$ cat src/rtl/niski_display_pkg.sv
// Shared display definitions: segment vector type and hex-to-segment table.
// Segment bit order is {g,f,e,d,c,b,a}, active-high.
package niski_display_pkg;

    typedef logic [6:0] seg_t;

    // Standard hex font; b and d are lowercase so they differ from 8 and 0.
    localparam seg_t HEX_SEG [16] = '{
        7'h3F, 7'h06, 7'h5B, 7'h4F,
        7'h66, 7'h6D, 7'h7D, 7'h07,
        7'h7F, 7'h6F, 7'h77, 7'h7C,
        7'h39, 7'h5E, 7'h79, 7'h71
    };

endpackage

$ cat src/rtl/sevseg_decoder.sv
// Combinational hex nibble to 7-segment decoder (active-high {g..a}).
// Ports: nibble in [3:0], seg out [6:0].
module sevseg_decoder
    import niski_display_pkg::*;
(
    input  logic [3:0] nibble,
    output logic [6:0] seg
);

    assign seg = HEX_SEG[nibble];

endmodule

$ cat src/rtl/sevseg_mux.sv
// Multiplexed 7-segment display driver with brightness, dead time, LZS.
// Ports: clk, rst_n, enable, load, value, dp, blank, lzs, brightness in;
// segments, dp_out, select, frame_done out.
module sevseg_mux
    import niski_display_pkg::*;
#(
    parameter int DIGITS         = 4,
    parameter int REFRESH_DIV    = 50000,
    parameter int DEAD_CYCLES    = 1,
    parameter int BRIGHT_BITS    = 3,
    parameter bit SEG_ACTIVE_LOW = 1'b1,
    parameter bit SEL_ACTIVE_LOW = 1'b1
) (
    input  logic                   clk,
    input  logic                   rst_n,
    input  logic                   enable,
    input  logic                   load,
    input  logic [4*DIGITS-1:0]    value,
    input  logic [DIGITS-1:0]      dp,
    input  logic [DIGITS-1:0]      blank,
    input  logic                   lzs,
    input  logic [BRIGHT_BITS-1:0] brightness,
    output logic [6:0]             segments,
    output logic                   dp_out,
    output logic [DIGITS-1:0]      select,
    output logic                   frame_done
);

    localparam int CW = (REFRESH_DIV > 1) ? $clog2(REFRESH_DIV) : 1;
    localparam int IW = (DIGITS > 1) ? $clog2(DIGITS) : 1;
    // Product of (brightness+1) and the slot span never overflows this.
    localparam int MW = BRIGHT_BITS + CW + 2;
    localparam logic [CW-1:0] CNT_LAST = CW'(REFRESH_DIV - 1);
    localparam logic [IW-1:0] IDX_LAST = IW'(DIGITS - 1);
    localparam logic [MW-1:0] DEAD_W   = MW'(DEAD_CYCLES);
    localparam logic [MW-1:0] SPAN_W   = MW'(REFRESH_DIV - DEAD_CYCLES);

    logic [CW-1:0]          cnt_q, cnt_d;
    logic [IW-1:0]          idx_q, idx_d;
    logic [4*DIGITS-1:0]    pend_val_q, pend_val_d, act_val_q, act_val_d;
    logic [DIGITS-1:0]      pend_dp_q, pend_dp_d, act_dp_q, act_dp_d;
    logic [DIGITS-1:0]      pend_blank_q, pend_blank_d;
    logic [DIGITS-1:0]      act_blank_q, act_blank_d;
    logic                   pend_lzs_q, pend_lzs_d, act_lzs_q, act_lzs_d;
    logic [BRIGHT_BITS-1:0] pend_br_q, pend_br_d, act_br_q, act_br_d;
    logic [6:0]             seg_q, seg_d;
    logic                   dp_q, dp_d;
    logic [DIGITS-1:0]      sel_q, sel_d;

    logic                   wrap, last, frame_evt, xfer;
    logic [DIGITS-1:0]      zero_above, supp;
    logic [3:0]             cur_nib;
    logic [6:0]             dec_seg;
    logic [MW-1:0]          prod, on_end, cnt_w;
    logic                   slot_on;

    sevseg_decoder u_dec (
        .nibble (cur_nib),
        .seg    (dec_seg)
    );

    always_comb begin
        wrap      = (cnt_q == CNT_LAST);
        last      = (idx_q == IDX_LAST);
        frame_evt = enable & wrap & last;
        // While idle, loads show up at once; while scanning, only at frame end.
        xfer      = frame_evt | ~enable;

        cnt_d = '0;
        idx_d = '0;
        if (enable) begin
            cnt_d = wrap ? '0 : cnt_q + 1'b1;
            idx_d = idx_q;
            if (wrap) begin
                idx_d = last ? '0 : idx_q + 1'b1;
            end
        end

        pend_val_d   = pend_val_q;
        pend_dp_d    = pend_dp_q;
        pend_blank_d = pend_blank_q;
        pend_lzs_d   = pend_lzs_q;
        pend_br_d    = pend_br_q;
        if (load) begin
            pend_val_d   = value;
            pend_dp_d    = dp;
            pend_blank_d = blank;
            pend_lzs_d   = lzs;
            pend_br_d    = brightness;
        end

        act_val_d   = act_val_q;
        act_dp_d    = act_dp_q;
        act_blank_d = act_blank_q;
        act_lzs_d   = act_lzs_q;
        act_br_d    = act_br_q;
        if (xfer) begin
            act_val_d   = load ? value      : pend_val_q;
            act_dp_d    = load ? dp         : pend_dp_q;
            act_blank_d = load ? blank      : pend_blank_q;
            act_lzs_d   = load ? lzs        : pend_lzs_q;
            act_br_d    = load ? brightness : pend_br_q;
        end
    end

    // Prefix scan from the MSB: digit i is zero-led if it and all above are 0.
    always_comb begin
        zero_above = '0;
        zero_above[DIGITS-1] = (act_val_q[4*(DIGITS-1) +: 4] == 4'h0);
        for (int i = DIGITS - 2; i >= 0; i--) begin
            zero_above[i] = zero_above[i+1] & (act_val_q[4*i +: 4] == 4'h0);
        end
        supp = zero_above & {DIGITS{act_lzs_q}};
        supp[0] = 1'b0;
    end

    always_comb begin
        cur_nib = act_val_q[{idx_q, 2'b00} +: 4];
        prod    = (MW'(act_br_q) + MW'(1)) * SPAN_W;
        on_end  = DEAD_W + (prod >> BRIGHT_BITS);
        cnt_w   = MW'(cnt_q);
        slot_on = (cnt_w >= DEAD_W) && (cnt_w < on_end);

        seg_d = dec_seg;
        dp_d  = act_dp_q[idx_q];
        sel_d = '0;
        if (act_blank_q[idx_q]) begin
            seg_d = '0;
            dp_d  = 1'b0;
        end else begin
            if (supp[idx_q]) begin
                seg_d = '0;
            end
            if (enable && slot_on) begin
                sel_d[idx_q] = 1'b1;
            end
        end
    end

    always_ff @(posedge clk) begin
        if (!rst_n) begin
            cnt_q        <= '0;
            idx_q        <= '0;
            pend_val_q   <= '0;
            pend_dp_q    <= '0;
            pend_blank_q <= '0;
            pend_lzs_q   <= 1'b0;
            pend_br_q    <= '0;
            act_val_q    <= '0;
            act_dp_q     <= '0;
            act_blank_q  <= '0;
            act_lzs_q    <= 1'b0;
            act_br_q     <= '0;
            seg_q        <= '0;
            dp_q         <= 1'b0;
            sel_q        <= '0;
        end else begin
            cnt_q        <= cnt_d;
            idx_q        <= idx_d;
            pend_val_q   <= pend_val_d;
            pend_dp_q    <= pend_dp_d;
            pend_blank_q <= pend_blank_d;
            pend_lzs_q   <= pend_lzs_d;
            pend_br_q    <= pend_br_d;
            act_val_q    <= act_val_d;
            act_dp_q     <= act_dp_d;
            act_blank_q  <= act_blank_d;
            act_lzs_q    <= act_lzs_d;
            act_br_q     <= act_br_d;
            seg_q        <= seg_d;
            dp_q         <= dp_d;
            sel_q        <= sel_d;
        end
    end

    // Gated by rst_n so a reset landing on the last cycle gives no pulse.
    assign frame_done = frame_evt & rst_n;
    assign segments   = SEG_ACTIVE_LOW ? ~seg_q : seg_q;
    assign dp_out     = SEG_ACTIVE_LOW ? ~dp_q : dp_q;
    assign select     = SEL_ACTIVE_LOW ? ~sel_q : sel_q;

endmodule

$ cat config.mk
export PLATFORM = sky130hd
export DESIGN_NAME = sevseg_mux
export DESIGN_NICKNAME = d
export VERILOG_FILES = /design/src/rtl/niski_display_pkg.sv /design/src/rtl/sevseg_decoder.sv /design/src/rtl/sevseg_mux.sv
export SDC_FILE = /design/constraint.sdc
export NUM_CORES = 1
export LEC_CHECK = 0
export CAP_MARGIN = 20
export CORE_MARGIN = 3
export CORE_UTILIZATION = 40
export CTS_BUF_LIST = sky130_fd_sc_hd__clkbuf_8
export DETAILED_ROUTE_END_ITERATION = 8
export PLACE_DENSITY = 0.6
export SLEW_MARGIN = 30
export SYNTH_ARGS = -nofsm -noshare
export SYNTH_HDL_FRONTEND = slang
export SYNTH_SLANG_ARGS = --single-unit
$ cat constraint.sdc
create_clock -name clk -period 5.9 [get_ports clk]
set_input_delay 1.18 -clock clk [delete_from_list [all_inputs] [get_ports clk]]
set_output_delay 1.18 -clock clk [all_outputs]
set_load 0.02 [all_outputs]
Yosys cells after proc, flatten, opt, wreduce, memory -nomap -nowiden
Memories as Yosys holds them, arrays and structs flattened. A register that Yosys moved wholly into a read port is not among the register bits. Index checks and enable logic that the tools add are counted.

Logic and storage cells: 68. Memories: 1. Register bits after elaboration: 79. Bits in read-only memories: 112.

Multiply operators: 1. Bitwise operators: 15. Add/subtract/negate cells: 4. Magnitude comparators: 4. Shifts and indexed selects: 1. Equality and inequality tests: 2. Multiplexer cells: 14. Reductions and logical operators: 12.

Memories: (name not given) (depth 16, bits a word 7, read ports 1, clocked after memory_dff 1, wr ports 0, line sevseg_decoder.sv:10) `assign seg = HEX_SEG[nibble];`.

Operator list (number): multiplier 4 x 16 -> 20 bit (second input constant) (1); adder 1 x 17 -> 18 bit (first input constant) (1); less-than comparator 16 x 18 -> 1 bit (1); adder 16 x 1 -> 16 bit (second input constant) (1); == test 16 bit (second input constant) (1); greater-or-equal comparator 16 x 1 -> 1 bit (second input constant) (1); zero test 4 bit (4); 2-to-1 mux 16 bit (1); indexed part select 16 x 5 -> 4 bit (1); OR reduction 3 bit (3); 2-to-1 mux 4 bit (2); inverter 7 bit (1); bitwise AND 1 bit (6); binary-select mux 1 bit (select 2 bit) (3); 2-to-1 mux 1 bit (5); inverter 4 -> 5 bit (1); adder 3 x 1 -> 4 bit (second input constant) (1); bitwise AND 4 bit (1); inverter 1 bit (4); inverter 4 bit (1); logical AND 1 bit (3); less-than comparator 2 x 3 -> 1 bit (second input constant) (1); 2-to-1 mux 3 bit (1); adder 2 x 1 -> 2 bit (second input constant) (1); other kinds (7) (7).

Depth between registers and ports, before layout
Gate-level depths: netlist of the first run.

Word-level depth: 8. Mapped depth: 24. Depth with buffers taken out: 23.

By module
From an unflattened synthesis of the first run, not the netlist that was laid out.

Cells, all modules: 577. Area total of the unflattened synthesis: 5355.1 µm².

Modules (own cells, without submodules): sevseg_mux (seq. area each 1721.7 µm², instances 1, cells each 544, area each 5064.9 µm²); sevseg_decoder (seq. area each 0.0 µm², instances 1, cells each 33, area each 290.3 µm²).

Worst setup path after synthesis of the first run
Ideal clock, no wire load.

Path kind: register to register. Start: reg act_br_q[0]. End: reg sel_q[0]. Library setup time: 0.076 ns. Data required time: 5.824 ns. Data arrival time: 5.327 ns. Stages on the path, launching flop included: 25. Path slack: 0.498 ns. Cell sequence: dfxtp_1 buf_4 inv_1 ha_1 inv_1 fa_1 inv_1 fa_1 inv_1 fa_1 nor2b_1 a2bb2o_4 a21oi_2 a31oi_1 nor4_4 nand2_1 xor2_1 ha_1 a21o_1 a21o_1 a21oi_1 nor2_1 a2111oi_2 o41ai_1 a21boi_0.

Cells in the longest elaborated chain, start to end: 8.

Ends and longest elaborated chain: start: declaration (line sevseg_mux.sv:45) `logic [BRIGHT_BITS-1:0] pend_br_q, pend_br_d, act_br_q, act_br_d;`; start signal: assignment (line sevseg_mux.sv:169) `act_br_q <= act_br_d;`; adder 3 x 1 -> 4 bit (line sevseg_mux.sv:119) `prod = (MW'(act_br_q) + MW'(1)) * SPAN_W;`; multiplier 4 x 16 -> 20 bit (line sevseg_mux.sv:119); adder 1 x 17 -> 18 bit (line sevseg_mux.sv:120) `on_end = DEAD_W + (prod >> BRIGHT_BITS);`; less-than comparator 16 x 18 -> 1 bit (line sevseg_mux.sv:122) `slot_on = (cnt_w >= DEAD_W) && (cnt_w < on_end);`; logical AND 1 bit (line sevseg_mux.sv:122); logical AND 1 bit (line sevseg_mux.sv:134) `if (enable && slot_on) begin`; inverter 1 bit (no line); OR reduction 3 bit (no line); end signal: assignment (line sevseg_mux.sv:172) `sel_q <= sel_d;`; end: declaration (line sevseg_mux.sv:48) `logic [DIGITS-1:0] sel_q, sel_d;`.

Every way passes these cells. A chain may end at the register's enable or synchronous reset.

Worst setup path after layout of the first run
Start: reg act_br_q[0]. End: reg sel_q[1].

Same word-level chain as after synthesis.

==> reports/metrics.yaml, run 1 <==
global_route:
  met3_usage: 0.02704
  grtUsageTotal: 0.1565
  antenna_found_initial: 0
  grt.overflow.total: 0
  grt_pass1_vias: 3902
  gr-usage-met1: 0.2078
  grt_use_met2: 0.2581
  busiest_layer: "met2"
  grt_pass1_wl_um: 18590
  grt_max_degree: 59
placement:
  dp_cells: 756
  dpl_cell_area_mm2: 0.005866
  gp_congestion: 0.9274
  dp_hpwl_um: 8280
  port-buffer-count: 44
power_and_ir_drop:
  clockPowerShare: 0.290
  p_switching_uw: 468.7
  p_int_uw: 1002
  leakagePower_uw: 0.002763
  combPwrFrac: 0.283
  ir_drop_mv: 0.1105
  power_frac_seq: 0.427
  swShare: 0.3186
  powerDensity_mw_per_mm2: 242.3
  power.total_uw: 1471
logic_synthesis:
  syn_area_mm2: 0.005300
  synth_area_leaders: "dfxtp_1, ha_1, mux2i_1"
  synth.top_cell.area_share: 0.3248
  synth_top_cell_by_area: "dfxtp_1"
  ys.flop_type: "dfxtp_1"
  synth_cell_types: 63
  syn-num-nets: 651
  post-synth-top-count-cell: "dfxtp_1"
  syn-mean-instance-area_um2: 9.448
  ys_async_sr_fraction: 0
  synth_seq_area_share: 0.3248
  yosysWarnings: 0
  syn_inst: 561
  synth_seq_cells: 86
  ys_top_cells_by_count: "dfxtp_1, nand2_1, ha_1"
  synth_edf_count: 0
floorplan:
  start_util: 0.4149
  die_h_um: 121.1
  ios: 45
  core_mm2: 0.01277
  die_area_mm2: 0.01467
  placementRows: 41
  die_x_um: 121.1
clocking:
  post_cts_resized: 0
  cts_buffer_depth: 2
  cts_setup_buffers: 0
  cts_buffers: 9
  tritoncts: "built"
  cts_hold_buf: 0
  ctsRootBufferMaster: "clkbuf_8"
  h-tree-depth: 3
  clk_pin_slew_ns: 0.09
  cts_sinks: 86
  clk-insertion-delay-late_ns: 0.36
outcome:
  status: "complete, no violations"
sta:
  max_slew.worst_pin.slew_ns: 0.8589
  setup_tns_ns: 0
  period_share: 0.9369
  hold_violations: 0
  fmax_mhz: 180.9
  period_needed_ns: 5.527
  slew_headroom: 0.4274
  setup_violations: 0
  rsz0062_at_grt: "false"
  drv_slew: 0
  fin_worst_skew_ns: 0.01231
finish:
  final_util: 0.4753
  syn2layout_area_growth_pct: 14.54
  final_cell_area_mm2: 0.006071
  stdcell_count: 772
  nNetsFinal: 685
  diodes: 0
  drive_gt1_frac: 0.08167
drt:
  drc: 0
  first_pass_iters: 4
  drtIter0Drc: 156
  num_vias: 3954
  ant_nets: 0
  vias_per_cell: 5.122
  wl_per_cell_um: 14.16
  wl_um: 10930
worst_hold_path:
  hold_end: "cnt_q[0]$_SDFF_PP0_"
  whs_path_depth: 1
  min_from: "cnt_q[0]$_SDFF_PP0_"
  hold_path.class: "reg -> reg"
worst_setup_path:
  slowest_stage: "fa_1"
  path_max_fanout: 9
  crit_top_cell: "fa_1"
  start_kind: "flop"
  arrival_ns: 5.81
  rrSetupSlack_ns: 0.37
  crit_chain: "ha_1 -> xor2_2 -> fa_1 -> inv_1 -> fa_1 -> inv_1 -> fa_1 -> nor2b_1 -> a2bb2o_4 -> a21oi_2 -> a31oi_1 -> nor4_4 -> nand2_1 -> xor2_1 -> ha_1 -> a21o_1 -> a21o_1 -> a21oi_1 -> nor2_1 -> a2111oi_2 -> o41ai_1 -> a21boi_0"
  end_kind: "flop"
  reg2reg_depth: 22
  crit_type: "reg -> reg"
  rr_endpoint: "sel_q[1]$_SDFF_PP0_"
  r2r_start: "act_br_q[0]$_SDFFE_PN0P_"
  critical_path_required_ns: 6.18
  crit_path_max_incr_delay_ns: 0.57
flow_run:
  maxCapViolCount: 0
## worst max-delay path: cells and delay by family, from the launching register on
kind                       cells  cell delay [ns]
DFF                            1             0.45
xor gates and xnor gates       2             0.33
and+or+nand+nor                4             0.70
adders and majority gates      5             2.02
AOI/OAI and AO/OA              9             1.76
buffers and inverters          2             0.15
## stage by stage
stage | worst slack [ns] | hold WS, ns
floorplan | 0.4977 | 0.4476
CTS | 0.1998 | 0.4974
global placement | 0.5048 | 0.4720
finish | 0.3726 | 0.5016
global route | 0.03434 | 0.5245
detailed placement | 0.2485 | 0.4747
## registers in the layout (all words and copies together) (netlist names), 7 cells and up
register,flops
seg_q,7
pend_val_q,16
cnt_q,16
act_val_q,16
## power groups by stage
| stage | clock, µW | sequential [µW] | combinational, µW |
|---|---|---|---|
| 6_report | 426 | 628 | 417 |
| 5_1_grt | 465 | 632 | 473 |
| 4_1_cts | 440 | 628 | 422 |
| 3_5_place_dp | 0 | 642 | 420 |
| 3_3_place_gp | 0 | 641 | 408 |
| 2_1_floorplan | 0 | 635 | 318 |
## cell usage in the layout, fill, tap and decap left out, drive strengths merged, types with 3 or more instances in the layout
cell,n
dfxtp,86
nand2,56
ha,54
clkdlybuf4s50,43
nor2,38
inv,35
nor2b,34
mux2i,29
o211a,28
nand3,20
xor2,20
xnor2,18
a21oi,15
nand2b,10
clkbuf,9
nor4,8
a21o,7
mux4,6
o21ai,6
and3,6
nor3,5
a211oi,5
buf,5
a31oi,4
a21boi,4
fa,4
or2,4
a221oi,4
o31ai,3
a2111oi,3
## logic make-up after synthesis
family          after synthesis  synth area share
compound gates               93            0.1468
flops                        86            0.3248
mux                          37           0.08451
simple gates                191            0.1832
fa+ha+maj                    58            0.1426
buf+inv                      57           0.04438
xor+xnor                     39           0.07365
## metal layers
layer,share of wire,wire length [µm],vias to the layer above
met5,0,0,-
met4,0.014,148,0
met3,0.039,425,8
met2,0.46,4979,61
met1,0.49,5376,1855
li1,-,-,2030
## worst max-delay path by stage
stage                                         from             endpoint  cells past startpoint  slack, ns
after global placement    act_br_q[0]$_SDFFE_PN0P_  sel_q[3]$_SDFF_PP0_                     23       0.50
after CTS                 act_br_q[0]$_SDFFE_PN0P_  sel_q[1]$_SDFF_PP0_                     23       0.20
after floorplan           act_br_q[0]$_SDFFE_PN0P_  sel_q[0]$_SDFF_PP0_                     24       0.50
after global routing      act_br_q[0]$_SDFFE_PN0P_  sel_q[2]$_SDFF_PP0_                     21       0.03
final                     act_br_q[0]$_SDFFE_PN0P_  sel_q[1]$_SDFF_PP0_                     22       0.37
after detailed placement  act_br_q[0]$_SDFFE_PN0P_  sel_q[1]$_SDFF_PP0_                     22       0.25
## layout make-up
class	instances	area, µm²
clock inverters	7	80.08
clock buffers	9	123.9
multi-input cells	418	3343
inverters	32	120.1
flip-flops and latches	86	1723
repair buffers	48	465.4
fillers	1240	6703
well taps	172	215.2
Power figures use the tool's default switching activity.
==> run 2: changes to the inputs <==
- GPL_TIMING_DRIVEN: unset -> 0
- PLACE_DENSITY: 0.6 -> 0.62
- SLEW_MARGIN: 30 -> unset
- clock period: 5.9 -> 5 ns (I/O delays scaled with it)
==> run 2 against run 1 <==
Against the previous run: the run now ends with setup timing left; largest cell class unchanged; cell count grew 4.3%; worst setup slack lost 0.57 ns; hold slack gained 0.0045 ns; critical path type unchanged; critical endpoint is now sel_q[3]$_SDFF_PP0_.
==> reports/metrics.yaml, run 2 (synthesis gave the netlist of run 1 again) <==
finish:
  final_util: 0.4985  # +0.02321
  largestRegisters: "act_val_q: 16 flops, cnt_q: 16 flops, pend_val_q: 16 flops"
  final_common_cell: "dfxtp_1"
  diodes: 0  # unchanged
  nNetsFinal: 718  # +4.8%
  syn2layout_area_growth_pct: 20.14
  drive_gt1_frac: 0.1280  # +0.04630
  final_cell_mix: "dfxtp_1, nand2_1, ha_1, clkdlybuf4s50_1, nor2_1"
power_and_ir_drop:
  ir_drop_mv: 0.1503  # +36%
  leakagePower_uw: 0.002884  # +4.4%
  powerDensity_mw_per_mm2: 276.7  # +14%
placement:
  gp_congestion: 0.8076  # -13%
  port-buffer-count: 43  # -2.3%
  dp_hpwl_um: 9148  # +10%
outcome:
  status: "complete, but fails checks"
  violations: "setup timing"
sta:
  hold_violations: 0  # unchanged
  setup_violations: 4  # +4
  slew_headroom: 0.4765  # +0.04911
  finalWorstSetupSlack_ns: -0.1933  # -0.5659 ns
  period_share: 1.039  # +0.1018
  fin_worst_skew_ns: 0.01142  # -0.0008886 ns
  max_slew.worst_pin.slew_ns: 0.7853  # -0.07367 ns
  period_needed_ns: 5.193  # -0.3341 ns
  fmax_mhz: 192.6  # +6.4%
  whs_ns: 0.5061  # +0.004478 ns
  drv_slew: 0  # unchanged
  setup_tns_ns: -0.7188  # -0.7188 ns
  rsz0062_at_grt: "true"
flow_run:
  maxCapViolCount: 0  # unchanged
drt:
  ant_nets: 0  # unchanged
  wl_per_cell_um: 14.61  # +3.2%
  drc: 0  # unchanged
  vias_per_cell: 5.099  # -0.44%
  wl_um: 11760  # +7.6%
  first_pass_iters: 4  # unchanged
  num_vias: 4105  # +3.8%
  drtIter0Drc: 316  # +100%
worst_setup_path:
  path_max_fanout: 4  # -5
  critical_path_required_ns: 5.31  # -0.87 ns
  arrival_ns: 5.50  # -0.31 ns
  crit_type: "reg -> reg"
  end_kind: "flop"
  start_kind: "flop"
clocking:
  cts_hold_buf: 0  # unchanged
  clk_pin_slew_ns: 0.09  # about the same
  cts_sinks: 86  # unchanged
  ctsRootBufferMaster: "clkbuf_8"
  cts_buffers: 9  # unchanged
  h-tree-depth: 3  # unchanged
  tritoncts: "built"
  cts_buffer_depth: 2  # unchanged
  clk-insertion-delay-late_ns: 0.38  # +0.02 ns
worst_hold_path:
  hold_path.class: "reg -> reg"
floorplan:
  core_mm2: 0.01277  # unchanged
  placementRows: 41  # unchanged
  ios: 45  # unchanged
  die_x_um: 121.1  # unchanged
  start_util: 0.4149  # unchanged
  die_area_mm2: 0.01467  # unchanged
  die_h_um: 121.1  # unchanged
global_route:
  grt_pass1_vias: 4147  # +6.3%
  grt_pass1_wl_um: 19860  # +6.8%
  antenna_found_initial: 0  # unchanged
  grt_max_degree: 17  # -71%
  grtUsageTotal: 0.1686  # +0.01207
  grt.overflow.total: 0  # unchanged
[run 2: layout make-up]
class	count	area [µm²]
multi-input combinational	418	3461
sequential	86	1724
clock buffer	9	123.9
tap	172	215.2
inverter	32	126.4
fill	1177	6406
timing repair buffer	56	540.5
buffer	25	118.9
clock inverter	7	57.56
[run 2: worst max-delay path: stages (launching register included)]
cell        delay (ns)
dfxtp_2           0.37
buf_6             0.11
clkinvlp_4        0.09
ha_4              0.29
inv_4             0.03
fa_1              0.49
inv_2             0.05
fa_1              0.53
inv_1             0.07
fa_2              0.39
nor2b_4           0.14
a2bb2o_4          0.25
a21oi_4           0.21
buf_12            0.13
xnor2_4           0.08
nor4_4            0.30
nand2_1           0.11
xor2_1            0.17
ha_2              0.17
a21o_1            0.16
a21o_1            0.18
a21oi_2           0.13
nor2_1            0.06
a2111oi_2         0.24
o41ai_2           0.19
a21boi_1          0.17
[run 2: timing repair]
item	CTS	global route
endpoints found under the setup margin	4	4
buffers inserted	9	4
pin swaps	5	4
cloned	0	0
gates resized for setup	12	4
[run 2: path summary, 6_finish.rpt]
kind | from | end | slack, ns | depth (start not counted)
worst max-delay path | act_br_q[0]$_SDFFE_PN0P_ | sel_q[3]$_SDFF_PP0_ | -0.19 | 25
worst min-delay path | act_dp_q[1]$_SDFFE_PN0P_ | act_dp_q[1]$_SDFFE_PN0P_ | 0.51 | 1
worst min register to register | act_dp_q[1]$_SDFFE_PN0P_ | act_dp_q[1]$_SDFFE_PN0P_ | 0.51 | 1
worst max register to register | act_br_q[0]$_SDFFE_PN0P_ | sel_q[3]$_SDFF_PP0_ | -0.19 | 25
[run 2: layer usage]
| layer | wire [µm] | vias to the layer above | part of all wire | track usage |
|---|---|---|---|---|
| met5 | 0 | - | 0 | 0 |
| met4 | 151 | 0 | 0.013 | 0.04603 |
| met3 | 504 | 11 | 0.043 | 0.03683 |
| met2 | 5884 | 79 | 0.50 | 0.3025 |
| met1 | 5221 | 1924 | 0.44 | 0.2024 |
| li1 | - | 2091 | - | - |
[run 2: through the flow]
step,std cells,power [µW],cell area [µm²],setup slack [ns]
4_1_cts,801,1773,6317,-0.2066
2_1_floorplan,561,1137,5366,-0.06387
5_1_grt,805,1879,6367,-0.5092
3_5_place_dp,776,1276,6012,-0.7538
6_report,805,1762,6367,-0.1933
3_3_place_gp,776,1262,6012,-0.6141
[run 2: power by group]
group	leakage (µW)	switching (µW)	total (µW)	internal [µW]
logic	0.00208	300	559	259
registers	0.000708	19.0	740	721
clock network	0.0000939	274	463	188
total	0.00288	593	1760	1170
==> run 3: changes to the inputs <==
- GPL_TIMING_DRIVEN: 0 -> unset
==> run 3 against run 2 <==
Against the previous run: sequential share of layout area increased by 0.14 points; highest routed layer unchanged; core utilization decreased by 0.19 points; routed wire length decreased by 5.1%; combinational power increased by 1%; sequential power about the same; critical path type unchanged; via count decreased by 2.5%; worst setup slack improved by 0.16 ns; die area unchanged; largest cell class unchanged; the flow still finishes with violations (setup timing); global-route usage decreased by 1.0 points; non-clock buffer count decreased by 14; count of clock-buffer cells in the layout increased by 1.
==> reports/metrics.yaml, run 3 (synthesis gave the netlist of run 1 again) <==
outcome:
  status: "complete, but fails checks"
  violations: "setup timing"
drt:
  drtIter0Drc: 233  # -26%
  met2_length_um: 5538  # -5.9%
  num_vias: 4003  # -2.5%
  ant_nets: 0  # unchanged
  wl_um: 11160  # -5.1%
  wl_met1_um: 5080  # -2.7%
  top_layer: "met4"
  first_pass_iters: 4  # unchanged
  vias_per_cell: 5.061  # -0.76%
  met3_length_um: 430  # -15%
  wl_per_cell_um: 14.11  # -3.4%
  drc: 0  # unchanged
worst_setup_path:
  start_kind: "flop"
  reg2reg_depth: 23  # -8.0%
  crit_type: "reg -> reg"
  crit_chain: "clkinvlp_4 -> ha_4 -> inv_4 -> fa_1 -> inv_2 -> fa_1 -> inv_1 -> fa_2 -> nor2b_2 -> a2bb2o_4 -> a21oi_4 -> buf_12 -> xnor2_4 -> nor4_4 -> a31oi_1 -> xnor2_1 -> ha_1 -> a21o_1 -> a21oi_1 -> nor2_1 -> a2111oi_2 -> o41ai_2 -> a21boi_1"
  crit_top_cell: "fa_1"
  end_kind: "flop"
  path_max_fanout: 4  # unchanged
  critical_path_required_ns: 5.29  # -0.02 ns
  path_delay_family: "adder cells"
  slowest_stage: "fa_1"
  arrival_ns: 5.32  # -0.18 ns
  cp_num_buf_inv: 5  # -1
  crit_path_max_incr_delay_ns: 0.51  # -0.02 ns
  cp.depth: 23  # -8.0%
global_route:
  grtUsageTotal: 0.1586  # -0.009959
  grt_max_degree: 59  # +42
  antenna_found_initial: 0  # unchanged
  grt_pass1_wl_um: 18800  # -5.4%
  grt.overflow.total: 0  # unchanged
  grt_pass1_vias: 3937  # -5.1%
finish:
  drive_gt1_frac: 0.1357  # +0.007741
  nNetsFinal: 704  # -1.9%
  largestRegisters: "act_val_q: 16 flops, cnt_q: 16 flops, pend_val_q: 16 flops"
  final_cell_area_mm2: 0.006344  # -0.37%
  final_common_cell: "dfxtp_1"
  final_util: 0.4966  # -0.001861
  syn2layout_area_growth_pct: 19.69
  diodes: 0  # unchanged
  final_cell_mix: "dfxtp_1, nand2_1, ha_1, clkdlybuf4s50_1, nor2_1"
sta:
  setup_violations: 2  # -2
  rsz0062_at_grt: "true"
  period_needed_ns: 5.031  # -0.1627 ns
  setup_tns_ns: -0.04960  # +0.6692 ns
  fin_worst_skew_ns: 0.007843  # -0.003581 ns
  period_share: 1.006  # -0.03254
  drv_slew: 0  # unchanged
  max_slew.worst_pin.slew_ns: 0.8374  # +0.05208 ns
  finalWorstSetupSlack_ns: -0.03060  # +0.1627 ns
  fmax_mhz: 198.8  # +3.2%
  whs_ns: 0.4976  # -0.008467 ns
  slew_headroom: 0.4418  # -0.03472
  hold_violations: 0  # unchanged
flow_run:
  maxCapViolCount: 0  # unchanged
worst_hold_path:
  hold_path.class: "reg -> reg"
  whs_path_depth: 1  # unchanged
floorplan:
  placementRows: 41  # unchanged
  die_h_um: 121.1  # unchanged
  core_mm2: 0.01277  # unchanged
  die_x_um: 121.1  # unchanged
  ios: 45  # unchanged
  die_area_mm2: 0.01467  # unchanged
  start_util: 0.4149  # unchanged
placement:
  dpl_cell_area_mm2: 0.006003  # -0.15%
  gp_congestion: 0.8477  # +5.0%
  dp_hpwl_um: 8456  # -7.6%
  port-buffer-count: 44  # +2.3%
  place_ws_ns: -0.1307  # +0.6232 ns
clocking:
  clk_pin_slew_ns: 0.09  # about the same
  h-tree-depth: 3  # unchanged
  cts_sinks: 86  # unchanged
  cts_buffer_depth: 2  # unchanged
  cts_buffers: 9  # unchanged
  cts_hold_buf: 0  # unchanged
  clk-insertion-delay-late_ns: 0.37  # about the same
  tritoncts: "built"
  ctsRootBufferMaster: "clkbuf_8"
power_and_ir_drop:
  powerDensity_mw_per_mm2: 287.6  # +3.9%
  ir_drop_mv: 0.1559  # +3.7%
  leakagePower_uw: 0.002877  # -0.23%
[run 3: cell count changes in the layout (fill, tap and decap cells not counted), sizes merged]
| cell | delta |
|---|---|
| clkbuf | -12 |
| clkinvlp | -1 |
| inv | -1 |
| buf | -1 |
| bufinv | +1 |
[run 3: routing by layer]
layer,vias to the layer above,global-route usage
li1,2066,-
met1,1882,0.1917
met2,47,0.2827
met3,8,0.04056
met4,0,0.03470
met5,-,0
[run 3: worst paths after layout]
check        slack (ns)                startpoint                   to
max               -0.03  act_br_q[0]$_SDFFE_PN0P_  sel_q[2]$_SDFF_PP0_
min                0.50       cnt_q[0]$_SDFF_PP0_  cnt_q[0]$_SDFF_PP0_
max reg2reg       -0.03  act_br_q[0]$_SDFFE_PN0P_  sel_q[2]$_SDFF_PP0_
min reg2reg        0.50       cnt_q[0]$_SDFF_PP0_  cnt_q[0]$_SDFF_PP0_
[run 3: power breakdown]
part / internal, µW / switching [µW] / leakage (µW)
registers: 721 / 18.5 / 0.000709
logic: 274 / 291 / 0.00206
clock network: 254 / 266 / 0.000110
total: 1250 / 575 / 0.00288
[run 3: what timing repair did]
item | 4_1_cts | 5_1_grt
pin swaps | 3 | 4
hold endpoints to repair | 0 | 0
endpoints found under the setup margin | 4 | 4
gates resized for setup | 14 | 3
setup buffers | 7 | 2
[run 3: area by class of cell]
cell class                 instances  area [µm²]
tap                              172       215.2
inverter                          32       126.4
fill                            1194        6430
clock inverter                     6       76.32
sequential                        86        1727
timing repair buffer              67       620.6
multi-input combinational        418        3441
clock buffer                      10       137.6
[run 3: stage by stage]
step,std cells,total power (µW)
detailed placement,766,1282
finish,791,1824
CTS,789,1848
floorplan,561,1137
global placement,766,1267
global route,791,1947
